**config.mk**
```make
export PLATFORM = sky130hd
export DESIGN_NAME = bsg_credit_return_batcher
export DESIGN_NICKNAME = d
export VERILOG_FILES = /design/src/rtl/bsg_credit_return_pkg.sv /design/src/rtl/bsg_credit_pending_counter.sv /design/src/rtl/bsg_credit_return_batcher.sv
export SDC_FILE = /design/constraint.sdc
export NUM_CORES = 1
export LEC_CHECK = 0
export BUFFER_PORTS_ARGS = -buffer_cell sky130_fd_sc_hd__buf_2
export CAP_MARGIN = 20
export CORE_MARGIN = 4
export CORE_UTILIZATION = 31
export DETAILED_ROUTE_END_ITERATION = 10
export GPL_TIMING_DRIVEN = 1
export PLACE_DENSITY = 0.5
export SYNTH_ARGS = -nofsm -noshare
export SYNTH_HDL_FRONTEND = slang
export SYNTH_SLANG_ARGS = --single-unit
export TNS_END_PERCENT = 50
```
**constraint.sdc**
```tcl
create_clock -name clk_i -period 5.3 [get_ports clk_i]
set_input_delay 1.06 -clock clk_i [delete_from_list [all_inputs] [get_ports clk_i]]
set_output_delay 1.06 -clock clk_i [all_outputs]
set_load 0.02 [all_outputs]
```
**src/rtl/bsg_credit_return_pkg.sv**
```systemverilog
// Shared types for the receiver-side credit return path.
package bsg_credit_return_pkg;

    // Credit width at the default pending capacity of 1023.
    localparam int credit_width_default_lp = 10;

    // Return-channel sequencer states.
    typedef enum logic {
        IDLE = 1'b0,
        SEND = 1'b1
    } state_e;

    // Token as seen by the sender-side credit consumer.
    typedef struct packed {
        logic [credit_width_default_lp-1:0] cnt;
    } credit_token_s;

    // Smaller of two non-negative values, for elaboration-time sizing.
    function automatic int unsigned min_u(input int unsigned a, input int unsigned b);
        return (a < b) ? a : b;
    endfunction

endpackage

```
**src/rtl/bsg_credit_pending_counter.sv**
```systemverilog
// Saturating count of credits owed to the sender but not yet launched.
// Increments by one per dequeue and drops by the launched amount.
module bsg_credit_pending_counter #(
    parameter int max_credits_p   = 1023,
    parameter int credit_width_lp = $clog2(max_credits_p + 1)
) (
    input  logic                       clk_i,
    input  logic                       reset_i,
    input  logic                       inc_i,
    input  logic [credit_width_lp-1:0] dec_i,
    output logic [credit_width_lp-1:0] pending_o
);

    localparam logic [credit_width_lp:0] max_ext_lp = (credit_width_lp + 1)'(max_credits_p);

    logic [credit_width_lp-1:0] pending_reg;
    logic [credit_width_lp-1:0] pending_next;
    logic [credit_width_lp:0]   sum_ext;
    logic [credit_width_lp:0]   capped_ext;

    // Add the dequeue with one spare bit, clamp at capacity, then remove the launch.
    always_comb begin
        sum_ext      = {1'b0, pending_reg} + {{credit_width_lp{1'b0}}, inc_i};
        capped_ext   = (sum_ext > max_ext_lp) ? max_ext_lp : sum_ext;
        pending_next = capped_ext[credit_width_lp-1:0] - dec_i;
    end

    // Pending register; reset discards every owed credit immediately.
    always_ff @(posedge clk_i or posedge reset_i) begin
        if (reset_i) begin
            pending_reg <= '0;
        end else begin
            pending_reg <= pending_next;
        end
    end

    assign pending_o = pending_reg;

    // Receiving more entries than the sender could have credits for is a link bug.
    overflow_check: assert property (@(posedge clk_i) disable iff (reset_i)
        !(inc_i && ({1'b0, pending_reg} == max_ext_lp)));

    // The launch amount is derived from pending, so it can never exceed it.
    underflow_check: assert property (@(posedge clk_i) disable iff (reset_i)
        ({1'b0, dec_i} <= capped_ext));

endmodule

```
**src/rtl/bsg_credit_return_batcher.sv**
```systemverilog
// Batches receive-FIFO dequeues into credit tokens for the sender.
// A token launches from IDLE once enough credits are pending (or on flush),
// is held valid in SEND until accepted, and an IDLE cycle always separates tokens.
module bsg_credit_return_batcher
    import bsg_credit_return_pkg::*;
#(
    parameter int max_credits_p   = 1023,
    parameter int batch_size_p    = 4,
    parameter int max_return_p    = 255,
    parameter int credit_width_lp = $clog2(max_credits_p + 1)
) (
    input  logic                       clk_i,
    input  logic                       reset_i,
    input  logic                       deq_i,
    input  logic                       flush_i,
    output logic                       credit_v_o,
    output logic [credit_width_lp-1:0] credit_cnt_o,
    input  logic                       credit_ready_i,
    output logic [credit_width_lp-1:0] pending_o,
    output logic                       idle_o
);

    // A token can never carry more than could be pending, so clamp the cap to capacity.
    localparam int unsigned return_cap_lp = min_u(max_return_p, max_credits_p);
    localparam logic [credit_width_lp-1:0] batch_lp  = credit_width_lp'(batch_size_p);
    localparam logic [credit_width_lp-1:0] ret_cap_lp = credit_width_lp'(return_cap_lp);

    state_e                     state_reg;
    state_e                     state_next;
    logic [credit_width_lp-1:0] cnt_reg;
    logic [credit_width_lp-1:0] cnt_next;
    logic [credit_width_lp-1:0] pending;
    logic [credit_width_lp-1:0] launch_amt;
    logic [credit_width_lp-1:0] dec_amt;
    logic                       launch;
    logic                       handshake;

    bsg_credit_pending_counter #(
        .max_credits_p  (max_credits_p),
        .credit_width_lp(credit_width_lp)
    ) pending_counter (
        .clk_i    (clk_i),
        .reset_i  (reset_i),
        .inc_i    (deq_i),
        .dec_i    (dec_amt),
        .pending_o(pending)
    );

    // Launch size: everything pending, up to the per-token cap.
    always_comb begin
        launch_amt = (pending > ret_cap_lp) ? ret_cap_lp : pending;
    end

    // Sequencer next state; ready is only meaningful while a token is offered.
    always_comb begin
        state_next = state_reg;
        launch     = 1'b0;
        handshake  = 1'b0;
        case (state_reg)
            IDLE: begin
                if ((pending >= batch_lp) || (flush_i && (pending != '0))) begin
                    launch     = 1'b1;
                    state_next = SEND;
                end
            end
            SEND: begin
                if (credit_ready_i) begin
                    handshake  = 1'b1;
                    state_next = IDLE;
                end
            end
            default: begin
                state_next = IDLE;
            end
        endcase
    end

    // Token amount is captured at launch and cleared once the sender takes it.
    always_comb begin
        cnt_next = cnt_reg;
        if (launch) begin
            cnt_next = launch_amt;
        end else if (handshake) begin
            cnt_next = '0;
        end
    end

    // A same-cycle dequeue stays in pending; only the launched amount leaves.
    always_comb begin
        dec_amt = launch ? launch_amt : '0;
    end

    // Sequencer state register.
    always_ff @(posedge clk_i or posedge reset_i) begin
        if (reset_i) begin
            state_reg <= IDLE;
        end else begin
            state_reg <= state_next;
        end
    end

    // Token amount register.
    always_ff @(posedge clk_i or posedge reset_i) begin
        if (reset_i) begin
            cnt_reg <= '0;
        end else begin
            cnt_reg <= cnt_next;
        end
    end

    assign credit_v_o   = (state_reg == SEND);
    assign credit_cnt_o = cnt_reg;
    assign pending_o    = pending;
    assign idle_o       = (pending == '0) && (state_reg == IDLE);

    // Once offered, a token stays valid with a stable amount until accepted.
    valid_hold_check: assert property (@(posedge clk_i) disable iff (reset_i)
        (credit_v_o && !credit_ready_i) |=> (credit_v_o && $stable(credit_cnt_o)));

endmodule

```
Yosys cells after proc, flatten, opt, wreduce, memory -nomap -nowiden
Cells that the tools add are included.
Word-level totals
  memories kept: 0
  output and inout port bits: 22
  bits of input ports: 5
  flip-flop bits (word level): 21
  memory bits (read-only): 0
  logic and storage cells: 26
  memory bits (writable): 0
  bits in latches: 0
Operators by class
  add/subtract/negate cells: 2
  shifts and indexed selects: 0
  magnitude comparators: 3
  bitwise gates (word level): 1
  reduce and logical (&&, ||, !) cells: 6
  equal/unequal tests: 0
  divide/modulo/power cells: 0
  multiply operators: 0
  muxes and demuxes: 11
Operator list (count)
  $mux 10: 5
  $add 10x1->11: 1
  $gt 11x10->1 const B: 1
  $ge 10x3->1 const B: 1
  $gt 10x8->1 const B: 1
  $logic_not 10->1: 1
  $reduce_bool 10->1: 1
  $sub 10x10->10: 1
  $mux 1: 5
  $logic_and 1x1->1: 2
  $pmux 1 s2: 1
  $reduce_bool 2->1: 1
  $logic_or 1x1->1: 1
  $not 1->1: 1

Logic depth before layout (Yosys ltp)
  word-level depth: 7
  gate-level depth with buffers: 13
  gate-level depth less buffers: 13

Cells and area by module
Synthesis repeated with hierarchy kept, for this count alone.
Unflattened totals
  cell total of the unflattened synthesis: 149
  area total of the unflattened synthesis: 1395.1 µm²
Modules (own cells, without submodules)
  bsg_credit_pending_counter: instances 1, cells each 97, area an instance 863.3 µm², seq. area each 250.2 µm²
  bsg_credit_return_batcher: instances 1, cells each 52, area an instance 531.8 µm², seq. area each 275.3 µm²

Least setup slack after synthesis
No wires, ideal clock.
  path kind: in2reg
  start point: input port deq_i
  end point: register pending_counter.pending_reg[9], in the netlist pending_counter.pending_o[9]
  buffers on the path: 0
  library setup time: 0.131 ns
  required time: 5.169 ns
  path slack: 2.008 ns
  arrival time: 3.161 ns
  stages on the path: 12
  cells stage by stage: ha_1 -> ha_1 -> nand3_1 -> nor2_1 -> nand3_1 -> nand2b_1 -> ha_1 -> nor2b_1 -> o31a_1 -> o21ai_1 -> o21ai_0 -> xor2_1
Between the ends
  word-level cells in the longest chain between the ends: 4
Ends and longest elaborated chain
  start: declaration: RTL line bsg_credit_return_batcher.sv:14  | input logic deq_i,
  $add 10x1->11 (*): RTL line bsg_credit_pending_counter.sv:23  | sum_ext = {1'b0, pending_reg} + {{credit_width_lp{1'b0}}, inc_i};
  $gt 11x10->1: RTL line bsg_credit_pending_counter.sv:24  | capped_ext = (sum_ext > max_ext_lp) ? max_ext_lp : sum_ext;
  $mux 10 (*): RTL line bsg_credit_pending_counter.sv:24
  $sub 10x10->10 (*): RTL line bsg_credit_pending_counter.sv:25  | pending_next = capped_ext[credit_width_lp-1:0] - dec_i;
  via pending_counter.pending_next[9]: RTL line bsg_credit_pending_counter.sv:17  | logic [credit_width_lp-1:0] pending_next;
  end signal: assignment: RTL line bsg_credit_pending_counter.sv:33  | pending_reg <= pending_next;
  end: declaration: RTL line bsg_credit_pending_counter.sv:16  | logic [credit_width_lp-1:0] pending_reg;
The timed path passes the listed nets; every way through them passes the cells marked *.
A chain may end at the register's enable or synchronous reset.

Worst setup path in the final report
Ends and elaborated chain as after synthesis.

==> results.py <==
metrics = {
    "global_routing": {
        "grt_pass1_wl_mm": 5.20,
        "grt.overflow.total": 0,
        "antenna_found_initial": 0,
        "grt_pass1_vias": 1132,
        "grt_max_degree": 22,
        "grt_use_total": 0.122,
    },
    "floorplan": {
        "die_area_sq_um": 5430,
        "rows": 23,
        "initial_core_util": 0.327,
        "die_h_microns": 73.7,
        "die_width_microns": 73.7,
        "io_pins": 27,
        "core_sq_um": 4090,
    },
    "synth": {
        "yosysSeqAreaShare": 0.393,
        "synth.cell_area_sq_um": 1340,
        "synth-edff-count": 0,
        "synth_top_area_frac": 0.393,
        "yosysTopAreaCell": "dfrtp_1",
        "synth.avg_cell_area_sq_um": 9.48,
        "synth.distinct_cells": 37,
        "synth_nets": 158,
        "ys_warn_count": 0,
        "synthArstFlopShare": 1.00,
        "synthFlopType": "dfrtp_1",
        "syn-instance-count": 141,
        "yosys-top-cells-area": "dfrtp_1 (39%), ha_1 (10%), nand2_1 (7.9%)",
        "synth_seq_cells": 21,
    },
    "placed_design": {
        "pre_cts_ws_ns": 1.57,
        "portBuffers": 26,
        "place_congestion": 0.776,
        "dp_hpwl_mm": 2.46,
    },
    "critical_path": {
        "crit_family": "simple AND/OR/NAND/NOR gates",
        "reg2reg_from": "pending_counter.pending_o[0]",
        "critPathSlowestCell": "o31a_1",
        "path_buf_inv": 1,
        "crit_path_end_kind": "register",
        "cp_cell_sequence": "buf_2, ha_1, ha_1, nand3_1, nor2_1, nand3_1, nand2b_1, ha_1, nor2b_1, o31a_1, o21ai_1, o21ai_0, xor2_1",
        "startpoint_type": "primary input",
        "crit_top_cell": "ha_1",
        "criticalPathCategory": "in -> reg",
        "slowest_delay_ns": 0.27,
        "worstSetupStartpoint": "deq_i",
        "required_ns": 5.44,
        "arrival_ns": 3.60,
        "reg2reg_slack_ns": 2.27,
        "cp_max_fo": 7,
    },
    "cells_and_area": {
        "fill_cells": 429,
        "area_growth_pct": 16.4,
        "final_common_cell": "nand2_1",
        "drive_above_1_share": 0.219,
        "multi_input_area_sq_um": 777,
        "n_antenna_cell": 0,
        "final_net_count": 187,
        "regArea_sq_um": 526,
        "mostFrequentLayoutCells": "nand2_1 (28), buf_2 (26), dfrtp_1 (21)",
    },
    "drt": {
        "antenna_left": 0,
        "wl_per_cell_microns": 13.8,
        "vias_per_cell": 5.01,
        "drtIter0Drc": 104,
        "via_count": 1097,
        "wirelength_mm": 3.03,
        "drtPass1Iterations": 4,
        "drc": 0,
    },
    "cts": {
        "clockBufferDepth": 2,
        "tritoncts": "done",
        "cts_made_buffers": 3,
        "cts_hold_buf": 0,
        "cts_sinks": 21,
        "root_buffer": "clkbuf_8",
        "post_cts_buffers": 0,
        "cts.htree.levels": 1,
        "clkTransAtPathRegs_ns": 0.08,
        "ctsResizeCount": 0,
        "clk_latency_ns": 0.26,
    },
    "sta": {
        "relSlewSlack": 0.449,
        "rsz0062_at_grt": "false",
        "setup_slack_ns": 1.84,
        "fin_skew_ns": 0.00599,
        "min_period_over_period": 0.652,
        "setup_viol_count_final": 0,
        "hold_viol_final": 0,
        "slew_violations": 0,
        "worst_pin_slew_ns": 0.826,
        "max_freq_ghz": 0.289,
        "finalSetupTns_ns": 0,
        "fin_crit_ns": 3.46,
    },
    "hold_path": {
        "min_path_type": "reg -> reg",
        "min_from": "credit_cnt_o[2]",
    },
    "flow_run": {
        "cap_viol_max_count": 0,
    },
    "status": {
        "outcome": "finished clean",
    },
}
-- flip-flops by register name, indices dropped and copies added, names as in the netlist --
register / cells
credit_cnt_o: 10
credit_v_o: 1
pending_counter.pending_o: 10
-- tightest hold or removal path, stage by stage, from the launching register on --
cell     delay (ns)
dfrtp_1        0.34
nand2_1        0.05
nand2_1        0.05
-- per-layer routing --
metal / routed length, microns / vias to the layer above / track usage / part of all wire
met5: 0 / - / 0 / 0
met4: 59 / 0 / 0.0503 / 0.019
met3: 167 / 5 / 0.0150 / 0.055
met2: 1450 / 35 / 0.204 / 0.48
met1: 1350 / 513 / 0.158 / 0.44
li1: - / 544 / - / -
-- final timing paths --
kind	to	depth (start not counted)
setup / recovery	pending_counter.pending_o[9]	13
hold / removal	credit_cnt_o[2]	2
setup reg to reg	pending_counter.pending_o[9]	12
hold reg to reg	credit_cnt_o[2]	2
max in group asynchronous	credit_cnt_o[0]	2
min in group asynchronous	pending_counter.pending_o[0]	2
-- Yosys cell counts (all sizes together), types with 3 or more instances --
| cell type | number |
|---|---|
| a21oi | 6 |
| nor2 | 11 |
| nor3 | 3 |
| dfrtp | 21 |
| xor2 | 5 |
| o21a | 3 |
| o21ai | 13 |
| inv | 4 |
| xnor2 | 7 |
| nand2 | 28 |
| ha | 11 |
-- logic make-up (layout without fill, tap and decap cells) --
logic type | after synthesis | count (layout) | share of synthesized area
buffers and inverters | 6 | 34 | 0.0253
AO/OA/AOI/OAI | 29 | 29 | 0.141
multiplexers | 1 | 1 | 0.00749
XOR/XNOR | 12 | 12 | 0.0787
adder cells (fa/ha/maj) | 12 | 12 | 0.118
other | 1 | 1 | 0.00281
AND/OR/NAND/NOR | 59 | 59 | 0.233
flip-flops | 21 | 21 | 0.393
-- metrics by stage --
step	instance area, sq um	cells	utilization	hold WS [ns]
floorplan	1340	141	-	0.580
global placement	1510	215	0.370	0.454
detailed placement	1510	215	0.370	0.464
CTS	1560	219	0.381	0.483
global route	1560	219	0.381	0.500
finish	1560	219	0.381	0.476
-- final cells by class --
| type | count | area share |
|---|---|---|
| multi-input combinational | 114 | 0.500 |
| sequential | 21 | 0.338 |
| timing repair buffer | 26 | 0.0837 |
| tap | 50 | 0.0402 |
| clock buffer | 4 | 0.0290 |
| inverter | 4 | 0.00965 |
Power is not shown: default switching activity piles up to over one toggle a cycle in this logic, so the estimate is an artifact.
